==> src/rtl/trng_pkg.sv <==
// Shared definitions for the TRNG blocks: FSM state encoding, default
// parameter values and a counter-width helper.
package trng_pkg;

  typedef enum logic [1:0] {
    ST_IDLE   = 2'd0,
    ST_WARMUP = 2'd1,
    ST_RUN    = 2'd2,
    ST_FAIL   = 2'd3
  } state_t;

  localparam int N_RO_DEF       = 4;
  localparam int WORD_W_DEF     = 32;
  localparam int SAMPLE_DIV_DEF = 8;
  localparam int WARMUP_CYC_DEF = 256;
  localparam int REP_LIMIT_DEF  = 32;

  // Width of a counter that must hold 0..n-1, never narrower than one bit.
  function automatic int cnt_w(input int n);
    return (n > 1) ? $clog2(n) : 1;
  endfunction

endpackage

==> src/rtl/vn_corrector.sv <==
// Von Neumann debiaser: pairs successive sampled bits (a, b); 10 -> 1,
// 01 -> 0, equal pairs emit nothing. bit_valid is combinational on the tick.
module vn_corrector (
  input  logic clk,
  input  logic rst,
  input  logic restart,
  input  logic raw,
  input  logic sample_tick,
  output logic bit_valid,
  output logic vn_bit
);

  logic have_a;
  logic first;

  // NOTE: sequential state is assigned with <= so every flop samples the
  // pre-edge values; blocking assignments here would create ordering races.
  always_ff @(posedge clk) begin
    if (rst || restart) begin
      have_a <= 1'b0;
      first  <= 1'b0;
    end else if (sample_tick) begin
      have_a <= !have_a;
      if (!have_a) first <= raw;
    end
  end

  assign bit_valid = sample_tick && have_a && (first != raw);
  assign vn_bit    = first;

endmodule

==> src/rtl/trng_sampler.sv <==
// Ring-oscillator entropy back end: enables and synchronizes the oscillators,
// decimates and debiases the XORed stream, packs words and health-tests it.
module trng_sampler
  import trng_pkg::*;
#(
  parameter int N_RO       = N_RO_DEF,
  parameter int WORD_W     = WORD_W_DEF,
  parameter int SAMPLE_DIV = SAMPLE_DIV_DEF,
  parameter int WARMUP_CYC = WARMUP_CYC_DEF,
  parameter int REP_LIMIT  = REP_LIMIT_DEF
) (
  input  logic              clk,
  input  logic              rst,
  input  logic              enable,
  input  logic [N_RO-1:0]   ro_out,
  output logic [N_RO-1:0]   ro_ctrl,
  output logic [WORD_W-1:0] rnd_data,
  output logic              rnd_valid,
  input  logic              rnd_ready,
  output logic              overrun,
  output logic              health_fail
);

  localparam int DIV_W  = cnt_w(SAMPLE_DIV);
  localparam int WARM_W = cnt_w(WARMUP_CYC);
  localparam int REP_W  = $clog2(REP_LIMIT + 1);
  localparam int BIT_W  = cnt_w(WORD_W);

  state_t state, state_nxt;

  logic [N_RO-1:0]   sync1, sync2;
  logic [DIV_W-1:0]  div_cnt;
  logic [WARM_W-1:0] warm_cnt;
  logic [REP_W-1:0]  rep_cnt;
  logic              last_raw;
  logic [BIT_W-1:0]  bit_cnt;
  logic [WORD_W-1:0] shift, word_nxt;
  logic              raw, run_active, sample_tick, trip, word_done;
  logic              bit_valid, vn_bit;

  assign raw         = ^sync2;
  assign run_active  = (state == ST_RUN) && enable;
  assign sample_tick = run_active && (div_cnt == DIV_W'(SAMPLE_DIV - 1));
  assign trip        = sample_tick && (raw == last_raw) &&
                       (rep_cnt == REP_W'(REP_LIMIT - 1));
  assign word_nxt    = {shift[WORD_W-2:0], vn_bit};
  // A trip discards the word in progress, including a bit arriving that tick.
  assign word_done   = bit_valid && !trip && (bit_cnt == BIT_W'(WORD_W - 1));

  vn_corrector u_vn (
    .clk         (clk),
    .rst         (rst),
    .restart     (!run_active),
    .raw         (raw),
    .sample_tick (sample_tick),
    .bit_valid   (bit_valid),
    .vn_bit      (vn_bit)
  );

  // NOTE: every always_comb output gets a default first, so no path through
  // the case leaves a value unassigned and no latch is inferred.
  always_comb begin
    state_nxt = state;
    ro_ctrl   = '0;
    unique case (state)
      ST_IDLE:   if (enable) state_nxt = ST_WARMUP;
      ST_WARMUP: begin
        ro_ctrl = '1;
        if (!enable) state_nxt = ST_IDLE;
        else if (warm_cnt == WARM_W'(WARMUP_CYC - 1)) state_nxt = ST_RUN;
      end
      ST_RUN: begin
        ro_ctrl = '1;
        if (!enable) state_nxt = ST_IDLE;
        else if (trip) state_nxt = ST_FAIL;
      end
      ST_FAIL:   if (!enable) state_nxt = ST_IDLE;
      default:   state_nxt = ST_IDLE;
    endcase
  end

  always_ff @(posedge clk) begin
    if (rst) begin
      state    <= ST_IDLE;
      sync1    <= '0;
      sync2    <= '0;
      warm_cnt <= '0;
      div_cnt  <= '0;
    end else begin
      state    <= state_nxt;
      sync1    <= ro_out;
      sync2    <= sync1;
      warm_cnt <= (state == ST_WARMUP) ? warm_cnt + 1'b1 : '0;
      div_cnt  <= (!run_active || sample_tick) ? '0 : div_cnt + 1'b1;
    end
  end

  // Repetition health test on the raw sample stream.
  always_ff @(posedge clk) begin
    if (rst) begin
      rep_cnt     <= '0;
      last_raw    <= 1'b0;
      health_fail <= 1'b0;
    end else begin
      if (!run_active) begin
        rep_cnt <= '0;
      end else if (sample_tick) begin
        last_raw <= raw;
        if (rep_cnt != '0 && raw == last_raw) rep_cnt <= rep_cnt + 1'b1;
        else rep_cnt <= REP_W'(1);
      end
      if (trip) health_fail <= 1'b1;
    end
  end

  // Packer and single-entry output buffer.
  always_ff @(posedge clk) begin
    if (rst) begin
      bit_cnt   <= '0;
      shift     <= '0;
      rnd_data  <= '0;
      rnd_valid <= 1'b0;
      overrun   <= 1'b0;
    end else begin
      if (!run_active || trip) begin
        bit_cnt <= '0;
        shift   <= '0;
      end else if (bit_valid) begin
        shift   <= word_nxt;
        bit_cnt <= word_done ? '0 : bit_cnt + 1'b1;
      end

      if (word_done) begin
        if (!rnd_valid || rnd_ready) begin
          rnd_data  <= word_nxt;
          rnd_valid <= 1'b1;
        end else begin
          overrun <= 1'b1;
        end
      end else if (rnd_valid && rnd_ready) begin
        rnd_valid <= 1'b0;
      end

      if (state == ST_IDLE && enable) overrun <= 1'b0;
    end
  end

endmodule

==> config.mk <==
export PLATFORM = sky130hd
export DESIGN_NAME = trng_sampler
export DESIGN_NICKNAME = d
export VERILOG_FILES = /design/src/rtl/trng_pkg.sv /design/src/rtl/vn_corrector.sv /design/src/rtl/trng_sampler.sv
export SDC_FILE = /design/constraint.sdc
export NUM_CORES = 1
export LEC_CHECK = 0
export CAP_MARGIN = 20
export CELL_PAD_IN_SITES_DETAIL_PLACEMENT = 2
export CELL_PAD_IN_SITES_GLOBAL_PLACEMENT = 2
export CORE_MARGIN = 5
export CORE_UTILIZATION = 34
export CTS_CLUSTER_SIZE = 24
export DETAILED_ROUTE_END_ITERATION = 12
export PLACE_DENSITY = 0.82
export RECOVER_POWER = 100
export SYNTH_ARGS = -nofsm -noshare
export SYNTH_HDL_FRONTEND = slang
export SYNTH_SLANG_ARGS = --single-unit
==> constraint.sdc <==
create_clock -name clk -period 3.2 [get_ports clk]
set_clock_uncertainty 0.05 [all_clocks]
set_input_delay 0.96 -clock clk [delete_from_list [all_inputs] [get_ports clk]]
set_output_delay 0.96 -clock clk [all_outputs]
set_load 0.02 [all_outputs]
==> results of run 1 <==
[how the worst min path moves through the flow]
stage,start,endpoint,depth (start not counted)
2_1_floorplan,div_cnt[0],div_cnt[0],1
3_3_place_gp,div_cnt[0],div_cnt[0],1
3_5_place_dp,div_cnt[0],div_cnt[0],1
4_1_cts,div_cnt[0],div_cnt[0],1
5_1_grt,sync1[3],sync2[3],1
6_report,div_cnt[0],div_cnt[0],1
[area by class of cell]
cell class	instances	share of cell area, %
Inverter	8	0.611
Multi-Input combinational cell	317	36.9
Sequential cell	101	41.1
Timing Repair Buffer	56	11.4
Clock buffer	9	4.58
Clock inverter	7	1.68
Tap cell	143	3.64
[through the flow]
stage	utilization, %	hold WS (ns)	worst slack, ns
after floorplan	-	0.354	0.617
after detailed placement	40.3	0.381	0.235
after global placement	40.3	0.361	0.341
final	42.9	0.399	0.317
after global routing	42.9	0.415	0.140
after CTS	43.0	0.392	0.343
[state kept, by name, indices dropped and copies added, names as in the netlist]
signal and cells:
health_fail 1, u_vn.have_a 1, shift 31, rep_cnt 6, div_cnt 3, overrun 1
last_raw 1, rnd_data 32, sync1 4, rnd_valid 1, bit_cnt 5, warm_cnt 8
u_vn.vn_bit 1, sync2 4, state 2
[metal layers]
layer	share of wire (%)	GRT usage (%)
met5	0	0
met4	1.7	6.17
met3	2.7	3.82
met2	51	27.4
met1	44	18.3
[worst register-to-register path, cell delays in order (launching register included)]
cell and delay, ns:
dfxtp_1 0.35, ha_1 0.15, ha_1 0.37, and3_1 0.34
nand2_1 0.14, nor2_2 0.12, and4_1 0.28, buf_4 0.29
mux2i_1 0.25
[cell families (layout without fill, tap and decap cells)]
logic type,count (synthesis),after routing,share of synthesized area (%)
and+or+nand+nor,197,197,21.0
DFF,101,101,50.5
AOI/OAI and AO/OA,60,60,8.29
buffers and inverters,35,80,4.06
muxes,33,33,8.26
xor gates and xnor gates,15,15,4.16
adders and majority gates,12,12,3.75
[report_power, final]
group / internal (mW) / switching (mW) / leakage [nW]
clock network: 0.619 / 0.528 / 0.145
registers: 1.26 / 0.00569 / 0.815
logic: 0.0440 / 0.0618 / 0.755
[cells in the final DEF (no fill, tap or decap), types with 2 or more instances in the layout]
cell type          n
nand3_1           11
xnor2_1            7
nor2_1            21
buf_4              4
clkbuf_16          9
clkinvlp_4         2
a21oi_1           40
ha_1              12
a31oi_1            4
o21ai_0            9
nor3b_1            2
clkbuf_1           3
nand2b_1           3
inv_6              2
dlygate4sd3_1     41
buf_12             3
nand2_1          136
nor2b_1            8
xor2_1             5
inv_1              8
a211oi_1           2
and3_1             4
mux2i_1           33
clkdlybuf4s50_1    5
or3_1              3
dfxtp_1          101
xnor3_1            2
==> qor.csv, run 1 <==
stage,metric,value,unit
run_status,status,"finished, final reports clean",
clock_tree,hold buffers post-CTS,0,
global_routing,pin count of the biggest net entering global routing,47,
cells_and_area,layout cell share with drive strength beyond 1,5.22,%
clock_tree,CTS Buf Count,9,
routing,drt wl/cell,16.4,um
yosys,Ys Warns,0,
placed_design,Port Buffers,46,
clock_tree,CTS tree,yes,
critical_path,CP bufs+invs,2,
routing,Remaining DRCs,0,
pwr,Peak VDD IR,0.240,mV
routing,total number of vias,3189,
critical_path,r2r startpoint,div_cnt[0],
pwr,Tot Pwr,2.52,mW
floorplan,die height,118,um
sta,Final Setup Violations,0,
critical_path,nature of the critical path endpoint,output port,
critical_path,critical register-to-register path endpoint,rnd_data[6],
global_routing,gr ovfl total,0,
placed_design,GPL Wtd Cong,0.713,
critical_path,Register-to-Register Path Depth,8,
yosys,most frequent cell after synthesis,nand2_1,
yosys,Post-Syn Area,4000,um2
floorplan,die width,118,um
clock_tree,clock latency on the worst-skew pair,0.36,ns
yosys,top-area cell type share of the netlist area,50.5,%
placed_design,DP HPWL,7320,um
sta,Slew headroom,45.1,%
cells_and_area,nets@finish,513,
global_routing,Tot GR Track Use,15.6,%
cells_and_area,# diodes,0,
yosys,#FFs+latches synth,101,
clock_tree,Clock Sinks,101,
yosys,cell count after synthesis,453,
pwr,Cell Pwr Density,513,nW/um2
routing,antenna-violating nets left,0,
critical_path,Worst Path Max Fanout,4,
sta,setup TNS,0,ns
floorplan,Initial Util,34.9,%
clock_tree,H-Tree Depth,3,
yosys,"area leader, netlist",dfxtp_1,
floorplan,I/O pins,47,
placed_design,Placed Cells,625,
clock_tree,clk slew on worst S/H paths,0.07,ns
sta,Max Freq,347,MHz
yosys,main flop type after synthesis,dfxtp_1,
worst_hold_path,worst hold path type,reg2reg,
critical_path,crit path cell chain,"inv_1, ha_1, dlygate4sd3_1",
sta,count of final hold-check violations,0,
cells_and_area,post-layout instance area,4920,um2
critical_path,Critical path origin,state[1],
yosys,"top cells by count, synth","nand2_1, dfxtp_1, a21oi_1",
flow_run,Max Cap Viol,0,
placed_design,Placed Area,4620,um2
routing,Routed WL,10500,um
routing,DR pass1 iterations,4,
global_routing,first-pass GRT wire length,17900,um
critical_path,Worst path slowest cell,dlygate4sd3_1,
pwr,Leak,1.71,nW
critical_path,r2r setup slk,0.79,ns
yosys,syn_nets,473,
yosys,Post-synth EDFFs,0,
clock_tree,clock root cell,clkbuf_16,
sta,fin crit share,90.1,%
critical_path,Worst Path Arrival,1.87,ns
global_routing,number of global-route vias before repair,3572,
cells_and_area,final std cells w/o fill,641,
floorplan,core area,11500,um2
yosys,Yosys cell types,39,
cells_and_area,area delta synth->final,22.9,%
critical_path,CP Capture Point,ro_ctrl[2],
clock_tree,Post-CTS Setup Inserts,0,
sta,Final Max Slew Viols,0,
yosys,"FFs w/ async S/R, synth",0,%
clock_tree,"Gates resized, CTS repair",0,
cells_and_area,multi-input logic area,1820,um2
global_routing,initial antenna violation count,0,
yosys,register area share after synthesis,50.5,%
critical_path,WS Path Type,reg2out,
critical_path,crit-path max cell delay,0.70,ns
critical_path,Worst path depth,3,
sta,RSZ-0062 raised after global routing,false,
critical_path,critical path required time,2.19,ns
floorplan,Core Rows,39,
routing,initial detailed-routing violation count,83,
critical_path,CP startpoint kind,flip-flop,
routing,Via density,4.98,
sta,Final min period,2.88,ns
floorplan,Die ar.,14000,um2
clock_tree,clk buf depth,2,
yosys,largest cells by area after synthesis,"dfxtp_1, nand2_1, mux2i_1, a21oi_1, ha_1",
critical_path,cell family with most CP delay,buffers and inverters,
cells_and_area,fillers,1247,
cells_and_area,Sequential Area,2020,um2
sta,Worst-Margin Slew,0.823,ns
yosys,syn avg cell area,8.83,um2
No activity file was read; power rests on OpenSTA's default activity.
==> run 2, diff against run 1 <==
Settings changed: CORE_UTILIZATION 34 to 36, PLACE_DENSITY 0.82 to 0.86.
Clock period 3.2 ns to 3.6 ns, I/O delays scaled along.
==> run 2 against run 1 <==
Effect of this change:
- sequential share of layout area rose by 1.2 points
- largest power group unchanged
- global-route usage rose by 1.3 points
- non-clock buffer count fell by 1
==> qor.csv, run 2 (same netlist as run 1, synthesis figures left out) <==
stage,metric,value,unit,change
run_status,status,"finished, final reports clean",,
routing,initial detailed-routing violation count,141,,+70%
cells_and_area,top flop regs,"rnd_data: 32 flops, shift: 31 flops, warm_cnt: 8 flops",,
placed_design,GPL Wtd Cong,0.765,,+7.2%
critical_path,crit-path max cell delay,0.63,ns,-0.07 ns
sta,Worst-Margin Slew,1.12,ns,+0.295 ns
sta,count of final hold-check violations,0,,unchanged
clock_tree,hold buffers post-CTS,0,,unchanged
floorplan,Initial Util,36.8,%,+1.9 points
clock_tree,clock latency on the worst-skew pair,0.38,ns,+0.02 ns
critical_path,CP startpoint kind,input pin,,
cells_and_area,Biggest register,rnd_data,,
sta,RSZ-0062 raised after global routing,false,,
worst_hold_path,Worst Hold End,div_cnt[0],,
critical_path,critical register-to-register path endpoint,shift[23],,
sta,setup TNS,0,ns,unchanged
sta,Slew headroom,25.4,%,-20 points
sta,post-route setup slack,0.463,ns,+0.145 ns
critical_path,Worst path slowest cell,clkbuf_2,,
sta,Final min period,3.14,ns,
cells_and_area,nets@finish,512,,-0.19%
placed_design,pre-CTS setup slack,0.154,ns,-0.0811 ns
routing,drt wl/cell,16.3,um,-0.62%
worst_hold_path,hold path start,div_cnt[0],,
sta,Final Max Slew Viols,0,,unchanged
pwr,Cell Int Power,1.51,mW,-22%
pwr,Leak,1.65,nW,-3.6%
clock_tree,"Gates resized, CTS repair",0,,unchanged
pwr,NetSw,472,uW,-21%
flow_run,Max Cap Viol,0,,unchanged
clock_tree,Post-CTS Setup Inserts,0,,unchanged
pwr,Gate power share,4.9,%,+0.7 points
global_routing,first-pass GRT wire length,17900,um,-0.12%
clock_tree,clock root cell,clkbuf_8,,
pwr,Reg power frac,57.0,%,+6.7 points
clock_tree,clk slew on worst S/H paths,0.10,ns,+0.03 ns
critical_path,Worst Path Max Fanout,36,,+32
worst_hold_path,hold-critical path depth,1,,unchanged
floorplan,I/O pins,47,,unchanged
critical_path,Register-to-Register Path Depth,9,,+1
routing,Remaining DRCs,0,,unchanged
critical_path,r2r setup slk,0.81,ns,+0.02 ns
critical_path,crit path cell chain,"dlygate4sd3_1, nand3_1, nor2_1, nand4b_1, clkbuf_1, nand2_1, clkbuf_2, a21oi_1",,
global_routing,gr ovfl total,0,,unchanged
global_routing,pin count of the biggest net entering global routing,38,,-19%
cells_and_area,"most common cell after layout, fill and taps aside",nand2_1,,
pwr,Peak VDD IR,0.199,mV,-17%
cells_and_area,area delta synth->final,19.5,%,
global_routing,Tot GR Track Use,16.9,%,+1.3 points
clock_tree,CTS Buf Count,9,,unchanged
clock_tree,Clock Sinks,101,,unchanged
critical_path,WS Path Type,in2reg,,
routing,Routed WL,10400,um,-1.2%
critical_path,r2r startpoint,div_cnt[0],,
pwr,clock share of power,38.0,%,-7.5 points
cells_and_area,layout cell share with drive strength beyond 1,5.43,%,+0.21 points
global_routing,initial antenna violation count,0,,unchanged
floorplan,die height,115,um,-2.6%
clock_tree,H-Tree Depth,3,,unchanged
floorplan,core area,10900,um2,-5.1%
routing,DR pass1 iterations,4,,unchanged
routing,total number of vias,3189,,unchanged
sta,Final Setup Violations,0,,unchanged
routing,Via density,5.01,,+0.63%
clock_tree,CTS tree,yes,,
floorplan,die width,115,um,-2.6%
floorplan,Core Rows,38,,-2.6%
placed_design,Port Buffers,46,,unchanged
clock_tree,clk buf depth,2,,unchanged
pwr,Cell Pwr Density,414,nW/um2,-19%
floorplan,Die ar.,13300,um2,-5.1%
cells_and_area,# diodes,0,,unchanged
cells_and_area,most frequent cells in the layout,"nand2_1, dfxtp_1, dlygate4sd3_1",,
sta,fin crit share,87.2,%,
pwr,switch share,23.9,%,+0.26 points
critical_path,critical path required time,3.77,ns,+1.58 ns
routing,antenna-violating nets left,0,,unchanged
critical_path,nature of the critical path endpoint,flip-flop,,
placed_design,DP HPWL,7340,um,+0.34%
sta,Max Freq,319,MHz,
cells_and_area,max reg flops,32,,unchanged
critical_path,Worst Path Arrival,3.31,ns,+1.44 ns
worst_hold_path,worst hold path type,reg2reg,,
global_routing,number of global-route vias before repair,3561,,-0.31%
[run 2: changes by cell type in the layout (fill, tap and decap cells not counted)]
cell        delta
and4_1         -1
clkbuf_16      -9
buf_12         -2
clkbuf_2       +2
clkbuf_8      +10
and4_2         +1
clkbuf_1       -1
inv_6          -1
clkinvlp_4     +1
inv_8          -1
[run 2: critical path: cells and delay by family]
kind            cells  cell delay (ns)
simple gates        4             0.69
compound gates      1             0.13
buf+inv             3             1.39
[run 2: area by class of cell]
| type | count | area [um2] |
|---|---|---|
| inverters | 8 | 30.0 |
| clock inverters | 6 | 70.1 |
| flip-flops and latches | 101 | 2020 |
| fillers | 1195 | 6110 |
| repair buffers | 55 | 528 |
| well taps | 140 | 175 |
| multi-input cells | 317 | 1820 |
| clock buffers | 10 | 138 |
[run 2: how the worst max path moves through the flow]
stage	from	to	slack, ns	cells after the start
after floorplan	enable	bit_cnt[3]	0.90	7
after detailed placement	enable	rnd_data[1]	0.15	6
after global routing	enable	bit_cnt[3]	0.29	8
after global placement	enable	rnd_data[18]	0.29	6
final	enable	shift[23]	0.46	8
after CTS	state[1]	ro_ctrl[1]	0.55	3
[run 2: metal layers]
metal	share of wire [%]	track usage, %	wire [um]	vias to the layer above
met5	0	0	0	-
met1	43	19.7	4440	1572
li1	-	-	-	1561
met4	2.0	6.65	209	0
met3	2.9	3.08	297	17
met2	52	30.7	5420	39
[run 2: stage by stage]
stage,total power [mW],hold slack (ns),util (%),area [um2],std cells
after floorplan,1.22,0.354,-,4000,453
after detailed placement,1.26,0.372,42.2,4600,621
after CTS,2.01,0.387,44.1,4810,637
after global placement,1.25,0.362,42.2,4600,621
after global routing,2.07,0.405,43.9,4780,637
final,1.98,0.382,43.9,4780,637
[run 2: power groups by stage]
stage | clock network, mW | registers, mW | logic (mW)
after floorplan | 0 | 1.15 | 0.0671
after detailed placement | 0 | 1.16 | 0.102
final | 0.753 | 1.13 | 0.0975
after CTS | 0.779 | 1.13 | 0.103
after global routing | 0.829 | 1.13 | 0.106
after global placement | 0 | 1.15 | 0.0962
